===== src/rtl/bsg_down_read_ctrl_pkg.sv =====
// bsg_down_pkg: shared types and default sizing for the downstream read sequencer.
package bsg_down_pkg;
  localparam int DEF_ADDR_W = 6;
  localparam int DEF_HALF_W = 16;
  localparam int DEF_TOKEN_DECIMATION = 4;
  typedef logic [DEF_ADDR_W:0] ptr_t;
  typedef enum logic [1:0] {S_LO, S_HI, S_OUT} state_e;
endpackage


===== src/rtl/bsg_down_read_ctrl_if.sv =====
// bsg_down_read_ctrl_if: buffer read port plus core valid/ready word channel.
interface bsg_down_read_ctrl_if #(parameter int ADDR_W = 6, parameter int HALF_W = 16);
  logic [ADDR_W-1:0] buf_raddr;
  logic [HALF_W-1:0] buf_rdata;
  logic [2*HALF_W-1:0] core_data_out;
  logic core_valid_out;
  logic core_ready;
  modport master(output buf_raddr, core_data_out, core_valid_out, input buf_rdata, core_ready);
  modport slave(input buf_raddr, core_data_out, core_valid_out, output buf_rdata, core_ready);
endinterface


===== src/rtl/bsg_down_read_ctrl_token_gen.sv =====
// bsg_down_token_gen: toggles token once every DEC accepted words.
module bsg_down_token_gen #(parameter int DEC = 4) (
  input  logic clk,
  input  logic rst,
  input  logic accept,
  output logic token
);
  localparam int CW = DEC > 1 ? $clog2(DEC) : 1;
  logic [CW-1:0] tok_cnt;
  logic last;
  assign last = tok_cnt == CW'(DEC - 1);
  always_ff @(posedge clk)
    if (rst) begin
      tok_cnt <= '0;
      token <= 1'b0;
    end else if (accept) begin
      tok_cnt <= last ? '0 : tok_cnt + CW'(1);
      if (last) token <= ~token;
    end
endmodule


===== src/rtl/bsg_down_read_ctrl.sv =====
// bsg_down_read_ctrl: drains half-word buffer pairs into 32-bit core words and returns credits.
module bsg_down_read_ctrl
  import bsg_down_pkg::*;
#(
  parameter int ADDR_W = DEF_ADDR_W,
  parameter int HALF_W = DEF_HALF_W,
  parameter int TOKEN_DECIMATION = DEF_TOKEN_DECIMATION
) (
  input  logic                  clk,
  input  logic                  rst,
  input  logic [ADDR_W:0]       wptr_sync,
  bsg_down_read_ctrl_if.master  bus,
  output logic                  io_token_out,
  output logic [ADDR_W:0]       rptr,
  output logic                  empty,
  output logic [ADDR_W+1:0]     occupancy,
  output logic                  overflow_err
);
  localparam logic [ADDR_W+1:0] DEPTH = (ADDR_W+2)'(1) << ADDR_W;
  state_e state, state_n;
  logic [HALF_W-1:0] lo_half;
  logic [2*HALF_W-1:0] data_q;
  logic [ADDR_W:0] diff;
  logic ld_lo, ld_hi, accept;
  assign diff = wptr_sync - rptr;
  assign occupancy = {1'b0, diff};
  assign empty = wptr_sync == rptr;
  // pointer parity guards keep the two halves of a word aligned to even/odd entries
  assign ld_lo = state == S_LO && !empty && !rptr[0];
  assign ld_hi = state == S_HI && !empty && rptr[0];
  assign accept = state == S_OUT && bus.core_ready;
  assign bus.buf_raddr = rptr[ADDR_W-1:0];
  assign bus.core_data_out = data_q;
  assign bus.core_valid_out = state == S_OUT;
  always_ff @(posedge clk)
    if (rst) state <= S_LO;
    else state <= state_n;
  always_comb
    state_n = ld_lo ? S_HI : ld_hi ? S_OUT : accept ? S_LO : state;
  always_ff @(posedge clk)
    if (rst) begin
      rptr <= '0;
      lo_half <= '0;
      data_q <= '0;
      overflow_err <= 1'b0;
    end else begin
      if (ld_lo || ld_hi) rptr <= rptr + (ADDR_W+1)'(1);
      if (ld_lo) lo_half <= bus.buf_rdata;
      if (ld_hi) data_q <= {bus.buf_rdata, lo_half};
      if (occupancy > DEPTH) overflow_err <= 1'b1;
    end
  bsg_down_token_gen #(.DEC(TOKEN_DECIMATION)) u_tok (
    .clk(clk),
    .rst(rst),
    .accept(accept),
    .token(io_token_out)
  );
endmodule


===== src/flat_wrapper.sv =====
// flat-port wrapper written by rule: the top's interface ports become plain ports
module bsg_down_read_ctrl_flat import bsg_down_pkg::*;
#(
  parameter int ADDR_W = DEF_ADDR_W,
  parameter int HALF_W = DEF_HALF_W,
  parameter int TOKEN_DECIMATION = DEF_TOKEN_DECIMATION
)
  (clk, rst, wptr_sync, io_token_out, rptr, empty, occupancy, overflow_err, bus_buf_raddr, bus_core_data_out, bus_core_valid_out, bus_buf_rdata, bus_core_ready);
  bsg_down_read_ctrl_if #(.ADDR_W(ADDR_W), .HALF_W(HALF_W)) bus_i ();
  input  logic clk;
  input  logic rst;
  input  logic [ADDR_W:0] wptr_sync;
  output logic io_token_out;
  output logic [ADDR_W:0] rptr;
  output logic empty;
  output logic [ADDR_W+1:0] occupancy;
  output logic overflow_err;
  output wire logic [$bits(bus_i.buf_raddr)-1:0] bus_buf_raddr;
  output wire logic [$bits(bus_i.core_data_out)-1:0] bus_core_data_out;
  output wire logic [$bits(bus_i.core_valid_out)-1:0] bus_core_valid_out;
  input wire logic [$bits(bus_i.buf_rdata)-1:0] bus_buf_rdata;
  input wire logic [$bits(bus_i.core_ready)-1:0] bus_core_ready;
  assign bus_buf_raddr = bus_i.buf_raddr;
  assign bus_core_data_out = bus_i.core_data_out;
  assign bus_core_valid_out = bus_i.core_valid_out;
  assign bus_i.buf_rdata = bus_buf_rdata;
  assign bus_i.core_ready = bus_core_ready;
  bsg_down_read_ctrl #(.ADDR_W(ADDR_W), .HALF_W(HALF_W), .TOKEN_DECIMATION(TOKEN_DECIMATION)) u_core (.clk(clk), .rst(rst), .wptr_sync(wptr_sync), .bus(bus_i), .io_token_out(io_token_out), .rptr(rptr), .empty(empty), .occupancy(occupancy), .overflow_err(overflow_err));
endmodule

===== config.mk =====
export PLATFORM = sky130hd
export DESIGN_NAME = bsg_down_read_ctrl_flat
export DESIGN_NICKNAME = d
export VERILOG_FILES = /design/src/rtl/bsg_down_read_ctrl_pkg.sv /design/src/rtl/bsg_down_read_ctrl_if.sv /design/src/rtl/bsg_down_read_ctrl_token_gen.sv /design/src/rtl/bsg_down_read_ctrl.sv /design/src/flat_wrapper.sv
export SDC_FILE = /design/constraint.sdc
export NUM_CORES = 1
export LEC_CHECK = 0
export ABC_AREA = 1
export BUFFER_PORTS_ARGS = -buffer_cell sky130_fd_sc_hd__buf_4
export CAP_MARGIN = 20
export CORE_ASPECT_RATIO = 1.1
export CORE_MARGIN = 3
export CORE_UTILIZATION = 28
export CTS_BUF_LIST = sky130_fd_sc_hd__clkbuf_2
export DETAILED_ROUTE_END_ITERATION = 8
export GPL_ROUTABILITY_DRIVEN = 1
export MAX_ROUTING_LAYER = met4
export PLACE_DENSITY_LB_ADDON = 0.05
export SLEW_MARGIN = 20
export SYNTH_ARGS = -nofsm -noshare
export SYNTH_HDL_FRONTEND = slang
export SYNTH_HIERARCHICAL = 1
export SYNTH_SLANG_ARGS = --single-unit

===== constraint.sdc =====
create_clock -name clk -period 2.56 [get_ports clk]
set_input_delay 0.384 -clock clk [delete_from_list [all_inputs] [get_ports clk]]
set_output_delay 0.384 -clock clk [all_outputs]
set_load 0.01 [all_outputs]

==> results.yml <==
outcome:
  outcome: "finished clean"
sta:
  period_share_pct: 91.4
  rsz0062_at_grt: "no"
  fin_ws_ns: 0.220
  hold_viol_final: 0
  tns_ns: 0
  tightest_slew_ns: 0.625
  drv_slew: 0
  fmax_mhz: 427
  period_minus_slack_ns: 2.34
  fin_skew_ns: 0.0319
  slew_headroom_pct: 58.3
  setup_viol: 0
  hold-worst-slack_ns: 0.125
pwr:
  p_sw_share_pct: 36.1
  p_per_area_nw_per_um2: 761
  peakVddDrop_uv: 211
  finalPower_mw: 2.69
  p_switching_mw: 0.969
  seqPwrFrac_pct: 44.7
  pwr-share-comb_pct: 33.4
  power_frac_clock_pct: 21.9
  power.internal_mw: 1.72
  leakagePower_nw: 1.63
setup_path:
  crit_path_start_kind: "register"
  crit_fanout: 3
  slowest_stage: "dfxtp_4"
  worstSetupPathType: "register to output pin"
  required_ns: 2.18
  cpPeakStageDelay_ns: 0.41
  worst_setup_path_end_kind: "output pin"
  cp_num_buf_inv: 3
  crit_chain: "ha_4, inv_2, fa_2, nand2_2, nand2_2, nand3_2, nand2_1, nand2_1, nand2_1, inv_2, buf_4"
  cpMostUsedCell: "nand2_1"
  critical-path-top-delay-family: "adder cells"
  worstPathArrival_ns: 1.96
synthesis:
  yosysSeqAreaShare_pct: 45.1
  yosys_register_bits: 61
  muxShareOfSynthArea_pct: 0
  synth_compound_area_share_pct: 12.2
  avgSynthCellArea_sq_um: 7.30
  synthAdderAreaFrac_pct: 4.44
  synth-simple-area-share_pct: 27.0
  syn-cell-area_sq_um: 2710
  netlist_instances: 371
  yosysWarnings: 6
  synth.distinct_cells: 28
  synth_xor_area_share_pct: 0.970
  synth_top_family_by_area: "simple AND/OR/NAND/NOR gates"
  synth_nets: 406
global_route:
  grt_pass1_vias: 2407
  grt_pass1_wl_um: 11500
  track_usage_pct: 13.9
  antenna_found_initial: 0
  grt_max_degree: 53
  overflow: 0
cts:
  postCtsHoldBufs: 0
  cts_tree: "done"
  clock_path_buffers: 2
  cts_root_buf: "clkbuf_2"
  clk_latency_ns: 0.47
  clkTransAtPathRegs_ns: 0.18
  cts_buffers: 9
  cts.sinks: 61
  cts_max_level: 3
route:
  vias_per_cell: 4.38
  avgRoutedWirePerCell_um: 12.4
  vias: 2497
  drcViolationCount: 0
  drt_first_pass_iters: 4
  ant_nets: 0
  routed_wl_um: 7090
  drtIter0Drc: 68
finish:
  final_cells: 570
  area_delta_synth_final_pct: 30.5
  antenna_cells: 0
  num-fill-cells: 1033
  fin_nets: 483
  drive_above_1_share_pct: 28.5
place:
  place_congestion: 0.808
  hpwl_um: 5130
  placed_cells: 553
  port_buffers: 81
  pre_cts_ws_ns: 0.398
worst_hold_path:
  min_path_type: "input pin to register"
die:
  fp-row-count: 37
  pin_count: 83
  die_height_um: 109
  core-area_sq_um: 9400
  dieArea_sq_um: 10900
  die_w_um: 99.8
  start_util_pct: 28.8
flow_run:
  drv_cap: 0
[cells in the mapped netlist (all sizes together)]
master	number	area, sq um
ha	8	100
fa	1	20.0
conb	1	3.75
xnor2	2	17.5
nor2	110	425
nand4	1	6.26
clkbuf	8	57.6
a21oi	13	65.1
xor2	1	8.76
dfxtp	61	1220
nand2	49	191
buf	12	95.1
nor3	5	30.0
nand3	13	70.1
nand3b	1	7.51
inv	33	124
o21ai	52	264
[layout make-up]
cell class | instances | area [sq um] | share of cell area, %
Clock buffer | 9 | 45.0 | 1.28
Inverter | 33 | 124 | 3.51
Sequential cell | 61 | 1230 | 34.8
Clock inverter | 7 | 66.3 | 1.88
Timing Repair Buffer | 86 | 658 | 18.6
Multi-Input combinational cell | 257 | 1260 | 35.7
Tap cell | 117 | 146 | 4.14
[placed cells by master (no fill, tap or decap), types with 9 or more instances in the layout]
master,synthesis,final
buf_4,9,85
clkbuf_2,0,9
o21ai_0,46,46
inv_1,30,28
nor2_1,105,105
a21oi_1,13,13
nand3_1,12,11
dfxtp_1,61,56
nand2_1,46,44
[through the flow]
stage / utilization, % / area (sq um)
after global placement: 35.7 / 3350
after CTS: 36.9 / 3460
after global routing: 37.6 / 3530
after floorplan: - / 2710
final: 37.6 / 3530
after detailed placement: 35.7 / 3350
[registers in the layout, indices dropped and copies added (netlist names)]
name                      count
u_core/bus.core_data_out     32
u_core/lo_half               16
u_core/overflow_err           1
u_core/rptr                   7
u_core/state                  2
u_core/u_tok/tok_cnt          2
u_core/u_tok/token            1
[what timing repair did]
| item | in CTS | in global routing |
|---|---|---|
| hold endpoints to repair | 0 | 0 |
| setup endpoints to repair | 1 | 4 |
| buffers inserted | 0 | 1 |
| gates resized for setup | 1 | 16 |
| pin swaps | 0 | 2 |
[metal layers]
layer  routed length (um)  GRT usage, %  part of all wire [%]  vias to the layer above
li1                     -             -                     -                     1320
met1                 3210          16.6                    45                     1108
met2                 3380          22.1                    48                       63
met3                  389          3.84                   5.5                        6
met4                  112          5.66                   1.6                        0
met5                    0             -                     0                        -
[cell families (layout without fill, tap and decap cells)]
family,after synthesis,in the layout
buffers and inverters,53,135
AO/OA/AOI/OAI,65,65
adder cells (fa/ha/maj),9,9
AND/OR/NAND/NOR,179,179
other,1,1
flip-flops,61,61
XOR/XNOR,3,3
[path summary, 6_finish.rpt]
check                                                 startpoint                                        end  slack (ns)  cells past startpoint
worst min-delay path                                         rst               u_core/state[0]$_SDFFE_PP0P_        0.13                      2
worst max-delay path                 u_core/rptr[0]$_SDFFE_PP0P_                               occupancy[6]        0.22                     11
worst max register to register       u_core/rptr[2]$_SDFFE_PP0P_  u_core/bus.core_data_out[21]$_SDFFE_PP0P_        0.50                      9
worst min register to register  u_core/overflow_err$_SDFFE_PP0N_           u_core/overflow_err$_SDFFE_PP0N_        0.47                      2
[power groups by stage]
stage	sequential, mW	clock (mW)	combinational (mW)
3_3_place_gp	1.22	0	0.898
4_1_cts	1.20	0.623	0.897
5_1_grt	1.23	0.672	1.03
2_1_floorplan	1.25	0	0.532
3_5_place_dp	1.22	0	0.894
6_report	1.20	0.588	0.898
Power figures use the tool's default switching activity.
